File: src/rtl/usart_pkg.sv
// Shared definitions for the USART receive/transmit blocks.
//   rx_state_e    : receiver frame FSM states
//   OVS           : oversample ticks per bit
//   SAMPLE_PT     : tick within a bit at which the line is sampled
//   BITS_PER_BYTE : data bits per character
//   parity8()     : parity bit a transmitter would send for a byte
package usart_pkg;

  typedef enum logic [2:0] {IDLE, START, DATA, PARITY, STOP} rx_state_e;

  localparam int OVS           = 16;
  localparam int SAMPLE_PT     = 8;
  localparam int BITS_PER_BYTE = 8;

  // Even parity is the XOR of the data; odd parity inverts it.
  function automatic logic parity8(input logic [7:0] b, input logic odd);
    return (^b) ^ odd;
  endfunction

endpackage

File: src/rtl/usart_baud_tick.sv
// Oversample tick generator.
//   CLK     : system clock
//   CLR     : synchronous active-high reset
//   restart : realign the divider (start-bit edge); no tick in this cycle
//   tick    : one-CLK pulse every OVS_DIV cycles
module usart_baud_tick #(
  parameter int OVS_DIV = 27
) (
  input  logic CLK,
  input  logic CLR,
  input  logic restart,
  output logic tick
);

  localparam int DW = (OVS_DIV > 1) ? $clog2(OVS_DIV) : 1;

  logic [DW-1:0] div_q;
  logic          wrap;

  assign wrap = (div_q == DW'(OVS_DIV - 1));
  assign tick = wrap && !restart;

  always_ff @(posedge CLK) begin
    if (CLR)                  div_q <= '0;
    else if (restart || wrap) div_q <= '0;
    else                      div_q <= div_q + 1'b1;
  end

endmodule

File: src/rtl/usart_word_rx.sv
// Multi-byte USART receiver: assembles DATA_BYTES characters (8N1 / 8E1 / 8O1)
// into one word, first byte in the low lane.
//   CLK         : system clock
//   CLR         : synchronous active-high reset
//   Rx          : serial line, idle high, asynchronous
//   CLR_Rec     : read acknowledge; clears Data_Ready, parity_err, overrun
//   Data_Rx     : last completed word (held after acknowledge)
//   Data_Ready  : word valid until acknowledged
//   parity_err  : some byte of the presented word failed parity
//   frame_err   : one-CLK pulse, stop bit sampled low
//   overrun     : sticky, a word completed while Data_Ready was set
//   timeout_err : one-CLK pulse, partial word dropped after inter-byte idle
module usart_word_rx
  import usart_pkg::*;
#(
  parameter int DATA_BYTES   = 4,
  parameter int OVS_DIV      = 27,
  parameter int PARITY_EN    = 1,
  parameter int PARITY_ODD   = 0,
  parameter int TIMEOUT_BITS = 20
) (
  input  logic                    CLK,
  input  logic                    CLR,
  input  logic                    Rx,
  input  logic                    CLR_Rec,
  output logic [8*DATA_BYTES-1:0] Data_Rx,
  output logic                    Data_Ready,
  output logic                    parity_err,
  output logic                    frame_err,
  output logic                    overrun,
  output logic                    timeout_err
);

  localparam int W        = 8 * DATA_BYTES;
  localparam int IW       = $clog2(DATA_BYTES + 1);
  localparam int TO_TICKS = TIMEOUT_BITS * OVS;
  localparam int TW       = $clog2(TO_TICKS + 1);

  // Synchroniser; reset high so leaving reset never looks like a start edge.
  logic rx_s1_q, rx_s2_q, rx_prev_q;

  always_ff @(posedge CLK) begin
    if (CLR) begin
      rx_s1_q   <= 1'b1;
      rx_s2_q   <= 1'b1;
      rx_prev_q <= 1'b1;
    end else begin
      rx_s1_q   <= Rx;
      rx_s2_q   <= rx_s1_q;
      rx_prev_q <= rx_s2_q;
    end
  end

  rx_state_e              state_q;
  logic [3:0]             ovs_q;
  logic [2:0]             bit_q;
  logic [7:0]             shift_q;
  logic [IW-1:0]          idx_q;
  logic [W-1:0]           word_q;
  logic                   wpar_q;
  logic [TW-1:0]          to_q;
  logic [W-1:0]           data_q;
  logic                   rdy_q, perr_q, ferr_q, ovr_q, terr_q;

  logic tick, fall, start_edge, bit_mid, partial, complete;

  assign fall       = rx_prev_q & ~rx_s2_q;
  assign start_edge = (state_q == IDLE) && fall;
  // Past the start bit the 4-bit counter wraps every 16 ticks, so each
  // wrap lands exactly one bit-time after the previous mid-bit sample.
  assign bit_mid    = tick && (ovs_q == 4'(OVS - 1));
  assign partial    = (idx_q != '0) && (idx_q != IW'(DATA_BYTES));
  assign complete   = (idx_q == IW'(DATA_BYTES));

  usart_baud_tick #(.OVS_DIV(OVS_DIV)) u_tick (
    .CLK     (CLK),
    .CLR     (CLR),
    .restart (start_edge),
    .tick    (tick)
  );

  always_ff @(posedge CLK) begin
    if (CLR) begin
      state_q <= IDLE;
      ovs_q   <= '0;
      bit_q   <= '0;
      shift_q <= '0;
      idx_q   <= '0;
      word_q  <= '0;
      wpar_q  <= 1'b0;
      to_q    <= '0;
      data_q  <= '0;
      rdy_q   <= 1'b0;
      perr_q  <= 1'b0;
      ferr_q  <= 1'b0;
      ovr_q   <= 1'b0;
      terr_q  <= 1'b0;
    end else begin
      ferr_q <= 1'b0;
      terr_q <= 1'b0;

      case (state_q)
        IDLE: begin
          if (fall) begin
            state_q <= START;
            ovs_q   <= '0;
          end
        end
        START: begin
          if (tick) begin
            if (ovs_q == 4'(SAMPLE_PT - 1)) begin
              ovs_q   <= '0;
              bit_q   <= '0;
              // High at mid start bit is a glitch: drop it silently.
              state_q <= rx_s2_q ? IDLE : DATA;
            end else begin
              ovs_q <= ovs_q + 4'd1;
            end
          end
        end
        DATA: begin
          if (tick) ovs_q <= ovs_q + 4'd1;
          if (bit_mid) begin
            shift_q <= {rx_s2_q, shift_q[7:1]};
            bit_q   <= bit_q + 3'd1;
            if (bit_q == 3'(BITS_PER_BYTE - 1))
              state_q <= (PARITY_EN != 0) ? PARITY : STOP;
          end
        end
        PARITY: begin
          if (tick) ovs_q <= ovs_q + 4'd1;
          if (bit_mid) begin
            if (rx_s2_q != parity8(shift_q, PARITY_ODD != 0)) wpar_q <= 1'b1;
            state_q <= STOP;
          end
        end
        STOP: begin
          if (tick) ovs_q <= ovs_q + 4'd1;
          if (bit_mid) begin
            // Back to IDLE at mid stop bit so a following start edge is seen.
            state_q <= IDLE;
            if (!rx_s2_q) begin
              ferr_q <= 1'b1;
              idx_q  <= '0;
              wpar_q <= 1'b0;
            end else begin
              for (int i = 0; i < DATA_BYTES; i++)
                if (idx_q == IW'(i)) word_q[i*8 +: 8] <= shift_q;
              idx_q <= idx_q + 1'b1;
            end
          end
        end
        default: state_q <= IDLE;
      endcase

      // Inter-byte watchdog, only between bytes of an unfinished word.
      if (state_q == IDLE && partial && !fall) begin
        if (tick) begin
          if (to_q == TW'(TO_TICKS - 1)) begin
            terr_q <= 1'b1;
            idx_q  <= '0;
            wpar_q <= 1'b0;
            to_q   <= '0;
          end else begin
            to_q <= to_q + 1'b1;
          end
        end
      end else begin
        to_q <= '0;
      end

      // Completion takes priority over a same-cycle acknowledge.
      if (complete) begin
        data_q <= word_q;
        perr_q <= wpar_q;
        wpar_q <= 1'b0;
        idx_q  <= '0;
        rdy_q  <= 1'b1;
        ovr_q  <= (ovr_q | rdy_q) & ~CLR_Rec;
      end else if (CLR_Rec) begin
        rdy_q  <= 1'b0;
        perr_q <= 1'b0;
        ovr_q  <= 1'b0;
      end
    end
  end

  assign Data_Rx     = data_q;
  assign Data_Ready  = rdy_q;
  assign parity_err  = perr_q;
  assign frame_err   = ferr_q;
  assign overrun     = ovr_q;
  assign timeout_err = terr_q;

endmodule

File: config.mk
export PLATFORM = sky130hd
export DESIGN_NAME = usart_word_rx
export DESIGN_NICKNAME = d
export VERILOG_FILES = /design/src/rtl/usart_pkg.sv /design/src/rtl/usart_baud_tick.sv /design/src/rtl/usart_word_rx.sv
export SDC_FILE = /design/constraint.sdc
export NUM_CORES = 1
export LEC_CHECK = 0
export BUFFER_PORTS_ARGS = -buffer_cell sky130_fd_sc_hd__buf_4
export CAP_MARGIN = 15
export CORE_MARGIN = 1
export CORE_UTILIZATION = 60
export DETAILED_ROUTE_END_ITERATION = 7
export PLACE_DENSITY = 0.78
export SETUP_SLACK_MARGIN = 0.5
export SLEW_MARGIN = 0
export SYNTH_ARGS = -nofsm -noshare
export SYNTH_HDL_FRONTEND = slang
export SYNTH_SLANG_ARGS = --single-unit
File: constraint.sdc
create_clock -name CLK -period 5.3 [get_ports CLK]
set_input_delay 0.53 -clock CLK [delete_from_list [all_inputs] [get_ports CLK]]
set_output_delay 0.53 -clock CLK [all_outputs]
set_load 0.1 [all_outputs]
After elaboration in Yosys (flattened, before gate mapping)
Index checks and enable logic that the tools add are counted.
Widths: inputs -> output; s select.
{"block": "classes", "addsub": 5, "eq_ne": 23, "muxes": 39, "n_bitwise": 9, "n_reduce_logical": 30}
{"op": "$mux 3", "n": 16}
{"op": "$reduce_and 4->1", "n": 6}
{"op": "$mux 4", "n": 4}
{"op": "$pmux 3 s5", "n": 1}
{"op": "$ne 2x2->1 const B", "n": 7}
{"op": "$mux 1", "n": 13}
{"op": "$eq 3x2->1 const B", "n": 4}
{"op": "$pmux 4 s3", "n": 1}
{"op": "$add 9x1->9 const B", "n": 1}
{"op": "$eq 3x3->1 const B", "n": 3}
{"op": "$eq 9x9->1 const B", "n": 1}
{"op": "$mux 9", "n": 1}
{"op": "$reduce_or 3->1", "n": 3}
{"op": "$reduce_xor 8->1", "n": 1}
{"op": "$reduce_and 7->1", "n": 1}
{"op": "$add 3x1->3 const B", "n": 2}
{"op": "$eq 3x1->1 const B", "n": 2}
{"op": "$logic_and 1x1->1", "n": 6}
{"op": "$logic_not 3->1", "n": 2}
{"op": "$not 1->1", "n": 6}
{"op": "$pmux 3 s2", "n": 1}
{"op": "$reduce_bool 3->1", "n": 2}
{"op": "$reduce_or 2->1", "n": 3}
{"op": "$add 5x1->5 const B", "n": 1}
{"op": "15 further kinds", "n": 18}
{"block": "word_totals", "register_bits": 108, "inputBits": 4, "output_inout_bits": 37, "word_cells": 127}

Logic depth before layout (Yosys ltp)
Gate-level depths: netlist (run 1).
{"block": "logic_depth", "ltp_word": 11, "ltp_mapped": 8, "depth_no_buf": 7}

Cells and area by module
Synthesis (run 1) repeated with hierarchy kept, for this count alone.
{"block": "unflattened", "hier_cells": 418, "area_unflattened_um2": 4279.1}
{"module": "usart_word_rx", "instances": 1, "cells_per_inst": 396, "area_per_inst_um2": 4072.7, "seq_area_each_um2": 2062.0}
{"module": "usart_baud_tick", "instances": 1, "cells_per_inst": 22, "area_per_inst_um2": 206.4, "seq_area_each_um2": 100.1}

Worst setup path after synthesis (run 1)
Ideal clock, no wire load.
{"block": "synth_path", "path_kind": "reg2reg", "startpoint": "reg state_q[0]", "endpoint": "reg idx_q[2]", "setup_ps": 71, "t_arrival_ps": 1844, "required_time_ps": 5229, "setup_slack_ps": 3386, "stages_incl_launch_ff": 6, "path_buffers": 1, "synth_period_minus_slack_ps": 1914, "cell_sequence": "dfxtp_1 or3b_1 or4_1 buf_2 or3b_1 a21oi_1"}
{"block": "synth_between", "elab_chain_len": 10, "elab_cells_between_ends": 13, "cone_classes": "eq/ne (1); mux (5); reduce/logical (7)"}
{"element": "from (decl)", "line_no": "usart_word_rx.sv:54", "source": "rx_state_e state_q;"}
{"element": "from (signal assigned)", "line_no": "usart_word_rx.sv:115", "source": "state_q <= rx_s2_q ? IDLE : DATA;"}
{"element": "from (signal assigned)", "line_no": "usart_word_rx.sv:127", "source": "state_q <= (PARITY_EN != 0) ? PARITY : STOP;"}
{"element": "$logic_not 3->1", "line_no": "usart_word_rx.sv:68, usart_word_rx.sv:157"}
{"element": "$logic_and 1x1->1", "line_no": "usart_word_rx.sv:68", "source": "assign start_edge = (state_q == IDLE) && fall;"}
{"element": "$logic_not 1->1", "line_no": "usart_baud_tick.sv:21", "source": "assign tick = wrap && !restart;"}
{"element": "$logic_and 1x1->1", "line_no": "usart_baud_tick.sv:21"}
{"element": "$logic_and 1x1->1", "line_no": "usart_word_rx.sv:71", "source": "assign bit_mid = tick && (ovs_q == 4'(OVS - 1));"}
{"element": "$mux 3", "line_no": "usart_word_rx.sv:139", "source": "if (bit_mid) begin"}
{"element": "$mux 3", "line_no": "usart_word_rx.sv:102", "source": "case (state_q)"}
{"element": "$mux 3", "line_no": "usart_word_rx.sv:159", "source": "if (to_q == TW'(TO_TICKS - 1)) begin"}
{"element": "$mux 3", "line_no": "usart_word_rx.sv:158", "source": "if (tick) begin"}
{"element": "$mux 3 (*)", "line_no": "usart_word_rx.sv:157", "source": "if (state_q == IDLE && partial && !fall) begin"}
{"element": "to (signal assigned)", "line_no": "usart_word_rx.sv:149", "source": "idx_q <= idx_q + 1'b1;"}
{"element": "to (decl)", "line_no": "usart_word_rx.sv:58", "source": "logic [IW-1:0] idx_q;"}
Mark *: on every way between the ends. The rest lies on a longest branch, timed or not.
A chain may end at the register's enable or synchronous reset.

Worst setup path in the final report (run 1)
{"block": "layout_path", "startpoint": "reg state_q[2]", "endpoint": "reg word_q[8]"}
{"block": "layout_between", "elab_chain_len": 6, "elab_cells_between_ends": 7, "cone_classes": "eq/ne (1); reduce/logical (6)"}
{"element": "$logic_not 3->1", "line_no": "usart_word_rx.sv:68"}
{"element": "$logic_and 1x1->1", "line_no": "usart_word_rx.sv:68"}
{"element": "$logic_not 1->1", "line_no": "usart_baud_tick.sv:21"}
{"element": "$logic_and 1x1->1", "line_no": "usart_baud_tick.sv:21"}
{"element": "$logic_and 1x1->1", "line_no": "usart_word_rx.sv:71"}
{"element": "$reduce_and 4->1 (no line) (*)"}
{"element": "to (signal, indexed assignment)", "line_no": "usart_word_rx.sv:148", "source": "if (idx_q == IW'(i)) word_q[i*8 +: 8] <= shift_q;"}
{"element": "to (decl)", "line_no": "usart_word_rx.sv:59", "source": "logic [W-1:0] word_q;"}
Marks and branches as above.

==> reports/qor.yml, run 1 <==
ys_types: 40
grt_use_total: 0.228
worst_pin_slew_ns: 1.03
antenna_left: 0
path_class: "reg2reg"
first_pass_iters: 5
path_clk_slew_ns: 0.11
async_flop_share: 0
grt_pass1_wl_microns: 13300
wl_microns: 7960
clk-insertion-delay-late_ns: 0.37
synthMostInstantiatedCell: "dfxtp_1"
final_hold_viol_count: 0
clock-skew-final_ns: 0.0164
portBuffers: 40
viasPerCell: 5.59
fp-row-count: 30
tritoncts: "done"
n_antenna_cell: 0
rsz0062_at_grt: "no"
netlist_area_sq_um: 4210
ctsHoldBuffers: 0
slew_headroom: 0.307
r2r-end: "word_q[8]$_SDFFE_PP0P_"
root_buffer: "clkbuf_8"
r2r.worst_path.cells: 5
crit_path_max_incr_delay_ns: 0.92
netlist_instances: 444
yosysTopAreaCellShare: 0.514
initial_utilization: 0.619
hp-start: "CLR_Rec"
synth_warnings: 0
ir_drop_v: 0.000150
hold_class: "in2reg"
grt_pass1_vias: 2810
numCtsBuffers: 9
gp_congestion: 0.863
holdPathEnd: "overrun$_SDFFE_PP0P_"
dp_hpwl_microns: 5440
nets: 483
wl_per_cell_microns: 14.0
crit_fanout: 14
synthFlopType: "dfxtp_1"
worst_ep_required_time_ns: 5.54
netlist_top_cells_count: "dfxtp_1, nor2_1, nand2_1, a21oi_1, a22o_1"
fill_cells: 553
status: "completed"
first_iter_violations: 187
yosysTopAreaCell: "dfxtp_1"
postCtsSetupBuffers: 0
cp_data_arrival_time_ns: 3.25
fmax_mhz: 333
critPathLaunchType: "flip-flop"
drive_above_1_share: 0.146
die_h_microns: 85.7
ys_seq_area_frac: 0.514
setup_viol: 0
cts_resized: 0
fp.dieW_microns: 85.7
dr_total_vias: 3181
leakagePower_uw: 0.00194
slowest_stage: "nor4_2"
cellPowerDensity_nw_per_um2: 289
synth_edf_count: 0
io_pins: 41
min_period_ns: 3.00
mappedNetlistNets: 459
path_cells: "or3b_1, nor4_2, nand3_1, mux2i_1, nor2_1"
fin_setup_tns_ns: 0
cp-end-kind: "flip-flop"
drc_errors: 0
avgSynthCellArea_sq_um: 9.47
worstHoldPathCells: 2
synth_area_leaders: "dfxtp_1, a22o_1, mux2i_1, nor2_1, a21oi_1"
power_uw: 1380
overflow: 0
r2r_setup_slack_ns: 2.30
die-area_sq_um: 7350
rr_startpoint: "state_q[2]$_SDFFE_PP0P_"
cts_num_sinks: 108
drv_slew: 0
grt_max_degree: 61
ys_ff_latch: 108
area_growth_pct: 13.2
maxCapViolCount: 0
h-tree-depth: 3
cts_buffer_depth: 2
core_area_sq_um: 6790
antenna_found_initial: 0
timing.final.crit_share: 0.567
[area by class of cell]
type                            count  area, sq um  area share
Sequential cell                   108         2160       0.454
Tap cell                           96          120      0.0252
Clock buffer                       11          151      0.0318
Inverter                            7         26.3     0.00552
Multi-Input combinational cell    300         1910       0.402
Timing Repair Buffer               42          323      0.0678
Clock inverter                      5         65.1      0.0137
[state kept, by name, summed over array words and instances (netlist names), 3 cells and up]
signal	cells
u_tick.div_q	5
to_q	9
word_q	32
Data_Rx	32
shift_q	8
idx_q	3
state_q	3
ovs_q	4
bit_q	3
[per-stage QoR]
stage	util	area (sq um)	worst slack [ns]	hold slack (ns)	cells
floorplan	-	4210	3.39	0.389	444
global placement	0.667	4530	2.42	0.399	552
detailed placement	0.667	4530	2.33	0.393	552
CTS	0.699	4750	2.30	0.325	568
global route	0.701	4760	2.02	0.329	569
finish	0.701	4760	2.30	0.326	569
[cells in the final DEF (no fill, tap or decap), drive strengths merged, types with 4 or more instances in the layout]
cell and instances:
nor2b 5, nand3b 4, nand2 44, o21ai 8
inv 10, nor3 6, or2 6, o31ai 4
dfxtp 108, xnor2 10, clkbuf 11, buf 42
ha 11, xor2 5, a21oi 33, nor2 54
mux2i 26, nand3 23, a22o 32
[report_power, final]
group / leakage (uW) / switching [uW] / internal (uW) / total [uW]
combinational: 0.000955 / 18.4 / 8.38 / 26.8
clock: 0.000111 / 282 / 251 / 532
sequential: 0.000871 / 3.77 / 814 / 818
[per-layer routing]
| layer | vias to the layer above | routed length [microns] | GRT usage |
|---|---|---|---|
| met5 | - | 0 | 0 |
| met1 | 1518 | 3730 | 0.300 |
| li1 | 1585 | - | - |
| met4 | 0 | 136 | 0.0939 |
| met3 | 12 | 248 | 0.0327 |
| met2 | 66 | 3850 | 0.380 |
[critical path, delay by kind of cell, from the launching register on]
kind / cells / cell delay, ns
mux: 1 / 0.29
simple gates: 4 / 2.02
flops: 1 / 0.58
[worst max path at each step]
| stage | start | to | slack (ns) |
|---|---|---|---|
| 6_report | state_q[2]$_SDFFE_PP0P_ | word_q[8]$_SDFFE_PP0P_ | 2.30 |
| 5_1_grt | u_tick.div_q[0]$_SDFF_PP0_ | word_q[5]$_SDFFE_PP0P_ | 2.02 |
| 4_1_cts | state_q[2]$_SDFFE_PP0P_ | word_q[8]$_SDFFE_PP0P_ | 2.30 |
| 3_5_place_dp | state_q[2]$_SDFFE_PP0P_ | word_q[15]$_SDFFE_PP0P_ | 2.33 |
| 3_3_place_gp | u_tick.div_q[0]$_SDFF_PP0_ | word_q[9]$_SDFFE_PP0P_ | 2.42 |
| 2_1_floorplan | state_q[0]$_SDFFE_PP0P_ | idx_q[2]$_SDFF_PP0_ | 3.39 |
[cells by family (layout without fill, tap and decap cells)]
kind of cell / Yosys count / count (layout) / share of synthesized area
compound gates: 89 / 89 / 0.145
xor+xnor: 16 / 16 / 0.0366
fa+ha+maj: 11 / 11 / 0.0327
buf+inv: 36 / 65 / 0.0327
flops: 108 / 108 / 0.514
mux: 26 / 26 / 0.0619
simple gates: 158 / 158 / 0.177
Note: power is estimated with default switching activity, not from simulation.
==> inputs of run 2 (changes only) <==
--- a/config.mk
+++ b/config.mk
@@ -8,9 +8,9 @@
 export BUFFER_PORTS_ARGS = -buffer_cell sky130_fd_sc_hd__buf_4
 export CAP_MARGIN = 15
 export CORE_MARGIN = 1
-export CORE_UTILIZATION = 60
+export CORE_UTILIZATION = 52
 export DETAILED_ROUTE_END_ITERATION = 7
-export PLACE_DENSITY = 0.78
+export PLACE_DENSITY = 0.71
 export SETUP_SLACK_MARGIN = 0.5
 export SLEW_MARGIN = 0
 export SYNTH_ARGS = -nofsm -noshare
==> constraint.sdc (replaced) <==
create_clock -name CLK -period 2.6 [get_ports CLK]
set_input_delay 0.26 -clock CLK [delete_from_list [all_inputs] [get_ports CLK]]
set_output_delay 0.26 -clock CLK [all_outputs]
set_load 0.1 [all_outputs]
==> run 2 against run 1 <==
Clock-buffer cell count down 2; flip-flop and latch count unchanged; critical endpoint is now state_q[1]$_SDFFE_PP0P_; maximum frequency up 40%; power up 95%; global-route usage down 1.6 points; clock skew down 0.0051 ns; register-to-register slack worse by 1.8 ns; hold slack worse by 0.26 ns; wire length up 8.6%; die area up 15%; clock power up 79%.
==> reports/qor.yml, run 2 (same netlist as run 1, synthesis figures left out) <==
status: "completed"
power_uw: 2690  # +95%
switchingPower_uw: 640  # +110%
grt_pass1_vias: 3102  # +10%
wl_microns: 8650  # +8.6%
grt_max_degree: 61  # unchanged
rsz0062_at_grt: "yes"
cts_buffer_depth: 2  # unchanged
drc_errors: 0  # unchanged
cp_data_arrival_time_ns: 2.45  # -0.80 ns
portBuffers: 40  # unchanged
swShare: 0.238  # +0.0177
maxUsedRoutingLayer: "met4"
root_buffer: "clkbuf_8"
final_common_cell: "dfxtp_1"
ir_drop_v: 0.000306  # +100%
met2_length_microns: 4190  # +8.9%
core_area_sq_um: 7770  # +14%
numCtsBuffers: 9  # unchanged
dr_total_vias: 3250  # +2.2%
gp_congestion: 0.901  # +4.4%
pwr-share-seq: 0.620  # +0.026
setup_viol: 0  # unchanged
fp.dieW_microns: 91.9  # +7.2%
slew_headroom: 0.537  # +0.229
first_iter_violations: 82  # -56%
clock-skew-final_ns: 0.0113  # -0.00509 ns
drive_above_1_share: 0.195  # +0.0492
internal_power_uw: 2050  # +91%
multiInputGateArea_sq_um: 1970  # +3.1%
nets: 497  # +2.9%
io_pins: 41  # unchanged
path_clk_slew_ns: 0.10  # about the same
worst_ep_required_time_ns: 2.90  # -2.64 ns
viasPerCell: 5.52  # -1.3%
overflow: 0  # unchanged
fmax_mhz: 466  # +40%
path_class: "reg2reg"
crit_buf_inv: 2  # +2
wl_met1_microns: 4030  # +8.0%
layout_common_cells: "dfxtp_1, nor2_1, buf_4"
final_hold_viol_count: 0  # unchanged
dp_hpwl_microns: 5690  # +4.7%
die_h_microns: 91.9  # +7.2%
n_antenna_cell: 0  # unchanged
hold_class: "in2reg"
area_growth_pct: 17.0
worst_pin_slew_ns: 0.678  # -0.353 ns
tritoncts: "done"
antenna_found_initial: 0  # unchanged
leakagePower_uw: 0.00201  # +3.8%
maxCapViolCount: 0  # unchanged
cellPowerDensity_nw_per_um2: 546  # +89%
fin_setup_tns_ns: 0  # unchanged
min_period_ns: 2.15  # -0.856 ns
fill_cells: 642  # +16%
crit_fanout: 3  # -11
cts_num_sinks: 108  # unchanged
slowest_stage: "o311ai_0"
drv_slew: 0  # unchanged
clk-insertion-delay-late_ns: 0.37  # about the same
cp_top_family: "compound AO/OA/AOI/OAI gates"
cp-end-kind: "flip-flop"
critPathLaunchType: "flip-flop"
rr_startpoint: "u_tick.div_q[0]$_SDFF_PP0_"
initial_utilization: 0.542  # -0.0776
crit_path_max_incr_delay_ns: 0.45  # -0.47 ns
path_cells: "inv_2, ha_4, nand4b_1, buf_4, o311ai_0, o31ai_1, o41ai_1, nor2b_1"
power_frac_comb: 0.025  # +0.006
antenna_left: 0  # unchanged
clock_power_share: 0.355  # -0.032
h-tree-depth: 3  # unchanged
grt_use_total: 0.212  # -0.0165
timing.final.crit_share: 0.825  # +0.259
die-area_sq_um: 8450  # +15%
cp-startpoint: "u_tick.div_q[0]$_SDFF_PP0_"
dr_wl_met3_microns: 327  # +32%
first_pass_iters: 4  # -1
fp-row-count: 32  # +6.7%
wl_per_cell_microns: 14.7  # +4.9%
seq_area_sq_um: 2170  # +0.41%
hp-start: "CLR_Rec"
grt_pass1_wl_microns: 14300  # +8.0%
[run 2: metrics by stage]
stage	hold WS [ns]	worst slack [ns]	instances	util	cell area, sq um
after floorplan	0.339	0.686	444	-	4210
after global placement	0.403	0.373	567	0.593	4600
after detailed placement	0.401	0.247	567	0.593	4600
after CTS	0.0462	0.488	584	0.620	4810
after global routing	0.0419	0.355	589	0.633	4920
final	0.0662	0.454	589	0.633	4920
[run 2: repair_timing]
action / in CTS / in global routing
resized for setup: 3 / 18
pin swaps: 0 / 6
hold buffers: 0 / 0
buffers inserted: 1 / 5
endpoints found under the setup margin: 37 / 49
[run 2: cell type report]
type / instances / area share
Timing Repair Buffer: 56 / 0.0885
Multi-Input combinational cell: 300 / 0.401
Clock inverter: 7 / 0.0127
Inverter: 7 / 0.00534
Sequential cell: 108 / 0.441
Tap cell: 102 / 0.0259
Clock buffer: 9 / 0.0252
[run 2: worst paths after layout]
path,endpoint,slack (ns),depth (start not counted)
setup / recovery,state_q[1]$_SDFFE_PP0P_,0.45,8
hold / removal,overrun$_SDFFE_PP0P_,0.07,2
setup reg to reg,state_q[1]$_SDFFE_PP0P_,0.45,8
hold reg to reg,rx_s2_q$_SDFF_PP1_,0.42,1
[run 2: power groups by stage]
stage          registers (uW)  logic, uW  clock network [uW]
3_3_place_gp             1700       59.1                   0
2_1_floorplan            1700       43.5                   0
4_1_cts                  1660       61.5                 974
6_report                 1660       68.4                 953
3_5_place_dp             1700       61.2                   0
5_1_grt                  1670       75.2                1060
[run 2: per-layer routing]
layer,track usage,vias up
met3,0.0539,10
met2,0.347,61
li1,-,1616
met4,0.0781,0
met5,0,-
met1,0.269,1563
